--- config.mk ---
export PLATFORM = sky130hd
export DESIGN_NAME = spi_pwm_reg_ctrl_flat
export DESIGN_NICKNAME = d
export VERILOG_FILES = /design/src/rtl/spi_pwm_reg_ctrl_if.sv /design/src/rtl/spi_pwm_reg_ctrl.sv /design/src/flat_wrapper.sv
export SDC_FILE = /design/constraint.sdc
export NUM_CORES = 1
export LEC_CHECK = 0
export BUFFER_PORTS_ARGS = -buffer_cell sky130_fd_sc_hd__buf_2
export CORE_AREA = 10 10 98 100
export DETAILED_ROUTE_END_ITERATION = 7
export DIE_AREA = 0 0 108 110
export PLACE_DENSITY_LB_ADDON = 0.1
export SLEW_MARGIN = 20
export SYNTH_ARGS = -nofsm -noshare
export SYNTH_HDL_FRONTEND = slang
export SYNTH_SLANG_ARGS = --single-unit
--- constraint.sdc ---
create_clock -name clk -period 2.53 [get_ports clk]
set_clock_uncertainty 0.1 [all_clocks]
set_input_delay 0.253 -clock clk [delete_from_list [all_inputs] [get_ports clk]]
set_output_delay 0.253 -clock clk [all_outputs]
set_load 0.005 [all_outputs]
--- src/rtl/spi_pwm_reg_ctrl_if.sv ---
// SPI pin bundle between the external host and spi_pwm_reg_ctrl.
// The master modport is the host side and the slave modport is the register controller.
interface spi_pwm_reg_ctrl_if;
  logic sclk_in;
  logic copi_in;
  logic ncs_in;
  logic cipo_out;

  modport master (output sclk_in, output copi_in, output ncs_in, input cipo_out);
  modport slave  (input sclk_in, input copi_in, input ncs_in, output cipo_out);
endinterface

--- src/rtl/spi_pwm_reg_ctrl.sv ---
// SPI mode-0 slave holding the five 8-bit PWM control registers.
// Frame: [15] R/W (1=write), [14:8] address, [7:0] data.
// Define SPI_READBACK_EN to return register contents on cipo_out during read frames.
//
// state  | meaning
// IDLE   | waiting for an ncs falling edge
// SHIFT  | capturing frame bits on SCLK rising edges
// COMMIT | one cycle that applies a valid write, then returns to IDLE
module spi_pwm_reg_ctrl #(
  parameter int SYNC_STAGES = 2,
  parameter int MAX_ADDR    = 4
) (
  input  logic                  clk,
  input  logic                  rst,
  spi_pwm_reg_ctrl_if.slave     spi,
  output logic [7:0]            en_reg_out_7_0,
  output logic [7:0]            en_reg_out_15_8,
  output logic [7:0]            en_reg_pwm_7_0,
  output logic [7:0]            en_reg_pwm_15_8,
  output logic [7:0]            pwm_duty_cycle,
  output logic                  txn_done,
  output logic                  txn_err
);

  localparam logic [1:0] IDLE   = 2'd0;
  localparam logic [1:0] SHIFT  = 2'd1;
  localparam logic [1:0] COMMIT = 2'd2;

  localparam logic [6:0] MAX_A   = 7'(MAX_ADDR);
  localparam logic [4:0] CNT_SAT = 5'd17;

  logic [SYNC_STAGES-1:0] sclk_sync, copi_sync, ncs_sync, ncs_vld;
  logic sclk_d, ncs_d, ncs_armed;
  logic sclk_s, copi_s, ncs_s;
  logic sclk_rise, ncs_rise, ncs_fall;

  assign sclk_s = sclk_sync[SYNC_STAGES-1];
  assign copi_s = copi_sync[SYNC_STAGES-1];
  assign ncs_s  = ncs_sync[SYNC_STAGES-1];

  // ncs_vld tracks which ncs stages hold real samples, so the reset value of 1
  // cannot fake a falling edge when ncs is already low after reset.
  always_ff @(posedge clk) begin
    if (rst) begin
      sclk_sync <= '0;
      copi_sync <= '0;
      ncs_sync  <= '1;
      ncs_vld   <= '0;
      sclk_d    <= 1'b0;
      ncs_d     <= 1'b1;
      ncs_armed <= 1'b0;
    end else begin
      sclk_sync <= {sclk_sync[SYNC_STAGES-2:0], spi.sclk_in};
      copi_sync <= {copi_sync[SYNC_STAGES-2:0], spi.copi_in};
      ncs_sync  <= {ncs_sync[SYNC_STAGES-2:0], spi.ncs_in};
      ncs_vld   <= {ncs_vld[SYNC_STAGES-2:0], 1'b1};
      sclk_d    <= sclk_s;
      ncs_d     <= ncs_s;
      ncs_armed <= ncs_armed | (ncs_vld[SYNC_STAGES-1] & ncs_s);
    end
  end

  assign sclk_rise = sclk_s & ~sclk_d;
  assign ncs_rise  = ncs_s & ~ncs_d;
  assign ncs_fall  = ~ncs_s & ncs_d & ncs_armed;

  logic [1:0]  state;
  logic [4:0]  bit_cnt, cnt_nxt;
  logic [15:0] shift_sr, sr_nxt;
  logic        nxt_addr_ok, cmt_addr_ok;

  // The bit on a coincident SCLK rising edge is folded in before the count check.
  always_comb begin
    cnt_nxt = bit_cnt;
    sr_nxt  = shift_sr;
    if (sclk_rise) begin
      sr_nxt = {shift_sr[14:0], copi_s};
      if (bit_cnt != CNT_SAT) cnt_nxt = bit_cnt + 5'd1;
    end
  end

  assign nxt_addr_ok = (sr_nxt[14:8] <= MAX_A);
  assign cmt_addr_ok = (shift_sr[14:8] <= MAX_A);

  always_ff @(posedge clk) begin
    if (rst) begin
      state           <= IDLE;
      bit_cnt         <= '0;
      shift_sr        <= '0;
      txn_done        <= 1'b0;
      txn_err         <= 1'b0;
      en_reg_out_7_0  <= 8'h00;
      en_reg_out_15_8 <= 8'h00;
      en_reg_pwm_7_0  <= 8'h00;
      en_reg_pwm_15_8 <= 8'h00;
      pwm_duty_cycle  <= 8'h00;
    end else begin
      txn_done <= 1'b0;
      txn_err  <= 1'b0;
      case (state)
        IDLE: begin
          if (ncs_fall) begin
            state    <= SHIFT;
            bit_cnt  <= '0;
            shift_sr <= '0;
          end
        end
        SHIFT: begin
          bit_cnt  <= cnt_nxt;
          shift_sr <= sr_nxt;
          if (ncs_rise) begin
            if (cnt_nxt == 5'd16) begin
              state <= COMMIT;
              if (sr_nxt[15] && !nxt_addr_ok) txn_err  <= 1'b1;
              else                            txn_done <= 1'b1;
            end else begin
              state   <= IDLE;
              txn_err <= 1'b1;
            end
          end
        end
        COMMIT: begin
          state <= IDLE;
          if (shift_sr[15] && cmt_addr_ok) begin
            case (shift_sr[14:8])
              7'd0:    en_reg_out_7_0  <= shift_sr[7:0];
              7'd1:    en_reg_out_15_8 <= shift_sr[7:0];
              7'd2:    en_reg_pwm_7_0  <= shift_sr[7:0];
              7'd3:    en_reg_pwm_15_8 <= shift_sr[7:0];
              7'd4:    pwm_duty_cycle  <= shift_sr[7:0];
              default: ;
            endcase
          end
        end
        default: state <= IDLE;
      endcase
    end
  end

`ifdef SPI_READBACK_EN
  logic       sclk_fall;
  logic [7:0] tx_sr, rd_val;
  logic       tx_active, cipo_q;

  assign sclk_fall = ~sclk_s & sclk_d;

  // After 8 bits sr_nxt[7:0] holds {R/W, address}.
  always_comb begin
    rd_val = 8'h00;
    if (sr_nxt[6:0] <= MAX_A) begin
      case (sr_nxt[6:0])
        7'd0:    rd_val = en_reg_out_7_0;
        7'd1:    rd_val = en_reg_out_15_8;
        7'd2:    rd_val = en_reg_pwm_7_0;
        7'd3:    rd_val = en_reg_pwm_15_8;
        7'd4:    rd_val = pwm_duty_cycle;
        default: rd_val = 8'h00;
      endcase
    end
  end

  always_ff @(posedge clk) begin
    if (rst || state != SHIFT || ncs_rise) begin
      tx_sr     <= 8'h00;
      tx_active <= 1'b0;
      cipo_q    <= 1'b0;
    end else if (sclk_rise && cnt_nxt == 5'd8 && !sr_nxt[7]) begin
      tx_sr     <= rd_val;
      tx_active <= 1'b1;
    end else if (sclk_fall && tx_active) begin
      cipo_q <= tx_sr[7];
      tx_sr  <= {tx_sr[6:0], 1'b0};
    end
  end

  assign spi.cipo_out = cipo_q;
`else
  assign spi.cipo_out = 1'b0;
`endif

endmodule

--- src/flat_wrapper.sv ---
// flat-port wrapper written by rule: the top's interface ports become plain ports
module spi_pwm_reg_ctrl_flat 
#(
  parameter int SYNC_STAGES = 2,
  parameter int MAX_ADDR    = 4
)
  (clk, rst, en_reg_out_7_0, en_reg_out_15_8, en_reg_pwm_7_0, en_reg_pwm_15_8, pwm_duty_cycle, txn_done, txn_err, spi_sclk_in, spi_copi_in, spi_ncs_in, spi_cipo_out);
  spi_pwm_reg_ctrl_if spi_i ();
  input  logic clk;
  input  logic rst;
  output logic [7:0] en_reg_out_7_0;
  output logic [7:0] en_reg_out_15_8;
  output logic [7:0] en_reg_pwm_7_0;
  output logic [7:0] en_reg_pwm_15_8;
  output logic [7:0] pwm_duty_cycle;
  output logic txn_done;
  output logic txn_err;
  input wire logic [$bits(spi_i.sclk_in)-1:0] spi_sclk_in;
  input wire logic [$bits(spi_i.copi_in)-1:0] spi_copi_in;
  input wire logic [$bits(spi_i.ncs_in)-1:0] spi_ncs_in;
  output wire logic [$bits(spi_i.cipo_out)-1:0] spi_cipo_out;
  assign spi_i.sclk_in = spi_sclk_in;
  assign spi_i.copi_in = spi_copi_in;
  assign spi_i.ncs_in = spi_ncs_in;
  assign spi_cipo_out = spi_i.cipo_out;
  spi_pwm_reg_ctrl #(.SYNC_STAGES(SYNC_STAGES), .MAX_ADDR(MAX_ADDR)) u_core (.clk(clk), .rst(rst), .spi(spi_i), .en_reg_out_7_0(en_reg_out_7_0), .en_reg_out_15_8(en_reg_out_15_8), .en_reg_pwm_7_0(en_reg_pwm_7_0), .en_reg_pwm_15_8(en_reg_pwm_15_8), .pwm_duty_cycle(pwm_duty_cycle), .txn_done(txn_done), .txn_err(txn_err));
endmodule
# Word level (Yosys, flattened, before mapping)
# Cells that the tools add are included.
[totals] regBits=76 inputBits=5 word_cells=76
[op_classes] n_addsub=1 magnitude_cmp=2 n_eq_ne=11 muxes=15 bitwise=12 reduce_logical=16
[op_table] cell="$mux 16" count=2
[op_table] cell="$pmux 16 s2" count=1
[op_table] cell="$reduce_and 3->1" count=6
[op_table] cell="$mux 5" count=3
[op_table] cell="$eq 7x2->1 const B" count=2
[op_table] cell="$le 7x3->1 const B" count=2
[op_table] cell="$pmux 5 s2" count=1
[op_table] cell="$eq 7x1->1 const B" count=1
[op_table] cell="$eq 7x3->1 const B" count=1
[op_table] cell="$logic_not 7->1" count=1
[op_table] cell="$mux 2" count=3
[op_table] cell="$ne 2x1->1 const B" count=3
[op_table] cell="$not 1->1" count=6
[op_table] cell="$add 5x1->5 const B" count=1
[op_table] cell="$and 1x1->1" count=5
[op_table] cell="$eq 5x5->1 const B" count=1
[op_table] cell="$ne 5x5->1 const B" count=1
[op_table] cell="$mux 1" count=4
[op_table] cell="$pmux 2 s2" count=1
[op_table] cell="$reduce_and 2->1" count=2
[op_table] cell="$reduce_or 4->1" count=1
[op_table] cell="$reduce_or 3->1" count=1
[op_table] cell="$eq 2x1->1 const B" count=1
[op_table] cell="$eq 2x2->1 const B" count=1
[op_table] cell="other kinds (5)" count=6

# Logic depth before layout (Yosys ltp)
[logic_depth] word_depth=8 depth_mapped=6 mapped_depth_nobuf=6

# Worst setup path before layout
# OpenSTA, ideal clock, no wires.
[synth_path] path_kind="reg2reg" startpoint="reg u_core.shift_sr[11]" endpoint="reg u_core.pwm_duty_cycle[5]" setup_time_ns=0.128 arrival_time_ns=1.847 slack_ns=0.455 path_stages_with_launch=7 path_buffers=2 period_less_slack_ns=2.075 cell_sequence="dfxtp_1 or4_4 buf_6 or4_1 buf_2 mux2i_1 nor2_1"
[synth_between] elab_chain_len=3 word_cells_on_any_way=4 classes_between="order compare (1); eq/ne (1); reduce/logical (2)"
[synth_lines] item="from (decl)" line_no="spi_pwm_reg_ctrl.sv:69" text="logic [15:0] shift_sr, sr_nxt;"
[synth_lines] item="from (signal assigned)" line_no="spi_pwm_reg_ctrl.sv:110" text="shift_sr <= sr_nxt;"
[synth_lines] item="$le 7x3->1" line_no="spi_pwm_reg_ctrl.sv:83" text="assign cmt_addr_ok = (shift_sr[14:8] <= MAX_A);"
[synth_lines] item="$logic_and 1x1->1" line_no="spi_pwm_reg_ctrl.sv:124" text="if (shift_sr[15] && cmt_addr_ok) begin"
[synth_lines] item="$reduce_and 3->1 (no line) *"
[synth_lines] item="to (signal assigned)" line_no="spi_pwm_reg_ctrl.sv:130" text="7'd4: pwm_duty_cycle <= shift_sr[7:0];"
[synth_lines] item="to (decl)" line_no="spi_pwm_reg_ctrl.sv:20" text="output logic [7:0] pwm_duty_cycle,"
# Mark *: on every way between the ends. The rest lies on a longest branch, timed or not.
# A chain may end at the register's enable or synchronous reset.

# Final worst setup path
[layout_path] startpoint="reg u_core.shift_sr[11]" endpoint="reg u_core.en_reg_pwm_15_8[7]"
[layout_between] elab_chain_len=3 word_cells_on_any_way=4 classes_between="order compare (1); eq/ne (1); reduce/logical (2)"
[layout_lines] item="$le 7x3->1" line_no="spi_pwm_reg_ctrl.sv:83"
[layout_lines] item="$logic_and 1x1->1" line_no="spi_pwm_reg_ctrl.sv:124"
[layout_lines] item="$reduce_and 3->1 (no line) *"
[layout_lines] item="to (signal assigned)" line_no="spi_pwm_reg_ctrl.sv:129" text="7'd3: en_reg_pwm_15_8 <= shift_sr[7:0];"
[layout_lines] item="to (decl)" line_no="spi_pwm_reg_ctrl.sv:19" text="output logic [7:0] en_reg_pwm_15_8,"
# Marked as above.

==> impl_metrics.csv <==
group,metric,value,unit
outcome,outcome,"completed",
critical_path,cp-end-kind,"flip-flop",
grt,grt_util_met2,16.3,%
power_and_ir_drop,pwr-share-seq,50.6,%
synthesis,yosysSeqAreaShare,53.0,%
grt,grt_pass1_vias,2016,
timing,slew_violations,0,
grt,gr-total-overflow,0,
detailed_routing,drc,0,
critical_path,crit_required,2650,ps
critical_path,cp_top_family,"simple AND/OR/NAND/NOR gates",
grt,antenna_found_initial,0,
floorplan,dieHeight,110,um
floorplan,die_x,108,um
floorplan,initial_utilization,37.6,%
power_and_ir_drop,p_per_area,687,mW/mm^2
timing,min_period,2250,ps
timing,slew_headroom,53.0,%
clock_network,cts_tree,"built",
placement,dp_hpwl,4430,um
critical_path,cp.buffers_inverters,0,
power_and_ir_drop,pwr-share-comb,1.9,%
power_and_ir_drop,switching_share,21.2,%
power_and_ir_drop,peakVddDrop,0.000305,V
synthesis,syn_nets,284,
layout,final_layout_size_suffix_gt1_share,23.1,%
layout,antenna_cells,0,
detailed_routing,postRouteAntennaNets,0,
critical_path,path_max_fanout,8,
power_and_ir_drop,p_int,1.88,mW
critical_path,crit_chain,"or4_4 > or4_1 > mux2i_1 > nor2_1",
detailed_routing,avgViaCountPerCell,4.78,
floorplan,ioPinCount,48,
critical_path,cp_slowest_cell,"or4_1",
grt,use_met3,3.95,%
detailed_routing,first_pass_iters,4,
power_and_ir_drop,power_switching,0.507,mW
placement,pre_cts_ws,266,ps
placement,gp_congestion,0.744,
floorplan,row_count,32,
timing,tns,0,ps
power_and_ir_drop,power.total,2.39,mW
power_and_ir_drop,pwr-share-clk,47.6,%
synthesis,synth_edf_count,0,
detailed_routing,drtIter0Drc,69,
grt,grt_pass1_wl,10300,um
clock_network,cts_buffers,9,
timing,finalWorstSetupSlack,285,ps
critical_path,crit_arrival,2370,ps
clock_network,clk_pin_slew,80,ps
synthesis,synth_largest_area_cell,"dfxtp_1",
critical_path,path_class,"flip-flop to flip-flop",
synthesis,synth_area_leaders,"dfxtp_1, mux2i_1, nor2_1",
critical_path,critPathLaunchType,"flip-flop",
timing,rsz0062_at_grt,"false",
grt,use_met1,14.4,%
synthesis,synth_cells,277,
timing,tightest_slew,700,ps
detailed_routing,wire_per_inst,14.7,um
grt,track_usage,11.1,%
floorplan,die_area,0.0119,mm^2
clock_network,post_cts_buffers,0,
detailed_routing,routed_wirelength,6410,um
timing,finalHoldViolCount,0,
synthesis,synth_top_area_share,53.0,%
run,cap_viol_max_count,0,
grt,grt_start_max_net_pins,46,
detailed_routing,vias,2082,
layout,syn_to_final_growth,21.1,%
synthesis,avgSynthCellArea,10.4,um^2
timing,setup_violations,0,
placement,port_buffers,46,
layout,nNetsFinal,336,
synthesis,synthTopCellsByCount,"dfxtp_1, nor2_1, mux2i_1",
clock_network,htreeDepth,3,
clock_network,cts.sinks,76,
layout,fillCellCount,752,
timing,fmax,0.445,GHz
synthesis,synth_most_common_cell,"dfxtp_1",
hold_path,min_path_type,"primary input to flip-flop",
synthesis,synth_area,0.00287,mm^2
critical_path,cpPeakStageDelay,780,ps
synthesis,synth-main-ff-cell,"dfxtp_1",
synthesis,yosysWarnings,0,
synthesis,synth_cell_types,42,
clock_network,cts_max_path_buffers,2,
power_and_ir_drop,p_leak,1.52,nW
timing,timing.final.crit_share,88.8,%
clock_network,clockRootBuffer,"clkbuf_8",
grt,grt_busiest_layer,"met2",
floorplan,core_region_area,0.00765,mm^2
synthesis,synthArstFlopShare,0,%
synthesis,synth-seq-cells,76,
clock_network,clk_latency,350,ps
[layer usage]
layer	share of wire, %	up-vias
li1	-	1072
met1	48	964
met2	44	38
met3	6.2	8
met4	1.4	0
met5	0	-
[power groups by stage]
stage,combinational (mW),sequential [mW],clock (mW)
2_1_floorplan,0.0334,1.23,0
3_3_place_gp,0.0430,1.24,0
3_5_place_dp,0.0430,1.24,0
4_1_cts,0.0453,1.21,1.16
5_1_grt,0.0510,1.21,1.21
6_report,0.0448,1.21,1.14
[layout make-up]
type,instances,area (um^2),area share [%]
inverters,5,18.8,0.540
repair buffers,54,295,8.49
flip-flops and latches,76,1520,43.7
multi-input cells,183,1270,36.5
well taps,102,128,3.67
clock buffers,9,124,3.56
clock inverters,7,121,3.49
[registers in the layout, summed over array words and instances, names as in the netlist, 5 cells and up]
signal                  cells
u_core.bit_cnt              5
u_core.en_reg_out_15_8      8
u_core.en_reg_out_7_0       8
u_core.en_reg_pwm_15_8      8
u_core.en_reg_pwm_7_0       8
u_core.pwm_duty_cycle       8
u_core.shift_sr            16
[worst reg2reg max path: cells and delay by family, from the launching register on]
family | cells | cell delay [ps]
muxes | 1 | 240
and+or+nand+nor | 3 | 1450
DFF | 1 | 340
[layout by cell type, fill, tap and decap left out, types with 3 or more instances in the layout]
| cell type | Yosys | layout |
|---|---|---|
| nor4_1 | 3 | 3 |
| a22oi_1 | 8 | 8 |
| o22ai_1 | 3 | 3 |
| nor4_4 | 3 | 3 |
| nor2b_1 | 8 | 8 |
| nor2_1 | 55 | 55 |
| buf_4 | 1 | 6 |
| mux2i_1 | 42 | 42 |
| nand3b_1 | 4 | 4 |
| inv_1 | 5 | 5 |
| nand2_1 | 3 | 3 |
| or2_2 | 3 | 3 |
| o21ai_0 | 3 | 3 |
| nand2b_1 | 6 | 6 |
| bufinv_16 | 0 | 3 |
| buf_2 | 2 | 46 |
| a21oi_1 | 5 | 5 |
| clkbuf_8 | 0 | 9 |
| nor3_1 | 3 | 3 |
| a22o_1 | 7 | 7 |
| dfxtp_1 | 76 | 76 |
[through the flow]
stage	instance area [um^2]	util, %	std cells	hold WS (ps)
floorplan	2870	-	277	257
global placement	3210	42.0	418	295
detailed placement	3210	42.0	418	295
CTS	3480	45.5	436	3.74
global route	3480	45.5	436	13.6
finish	3480	45.5	436	11.7
[cell families after synthesis]
kind of cell | Yosys count | synth area share (%)
mux | 42 | 14.6
fa+ha+maj | 2 | 0.871
simple gates | 100 | 18.8
compound gates | 36 | 9.19
xor+xnor | 2 | 0.610
buf+inv | 18 | 2.83
flops | 76 | 53.0
other cells | 1 | 0.131
[final timing paths]
kind | start | endpoint | slack, ps | cells past startpoint
worst min register to register | u_core.ncs_sync[0]$_SDFF_PP1_ | u_core.ncs_sync[1]$_SDFF_PP1_ | 320 | 1
worst min-delay path | spi_sclk_in | u_core.sclk_sync[0]$_SDFF_PP0_ | 10 | 2
worst max register to register | u_core.shift_sr[11]$_SDFFE_PP0P_ | u_core.en_reg_pwm_15_8[7]$_SDFFE_PP0P_ | 280 | 4
worst max-delay path | u_core.shift_sr[11]$_SDFFE_PP0P_ | u_core.en_reg_pwm_15_8[7]$_SDFFE_PP0P_ | 280 | 4
[timing repair]
item | in CTS | in global routing
hold buffers | 2 | 0
hold endpoints to repair | 2 | 0
gates resized for setup | 0 | 0
(Power assumes the default switching activity.)
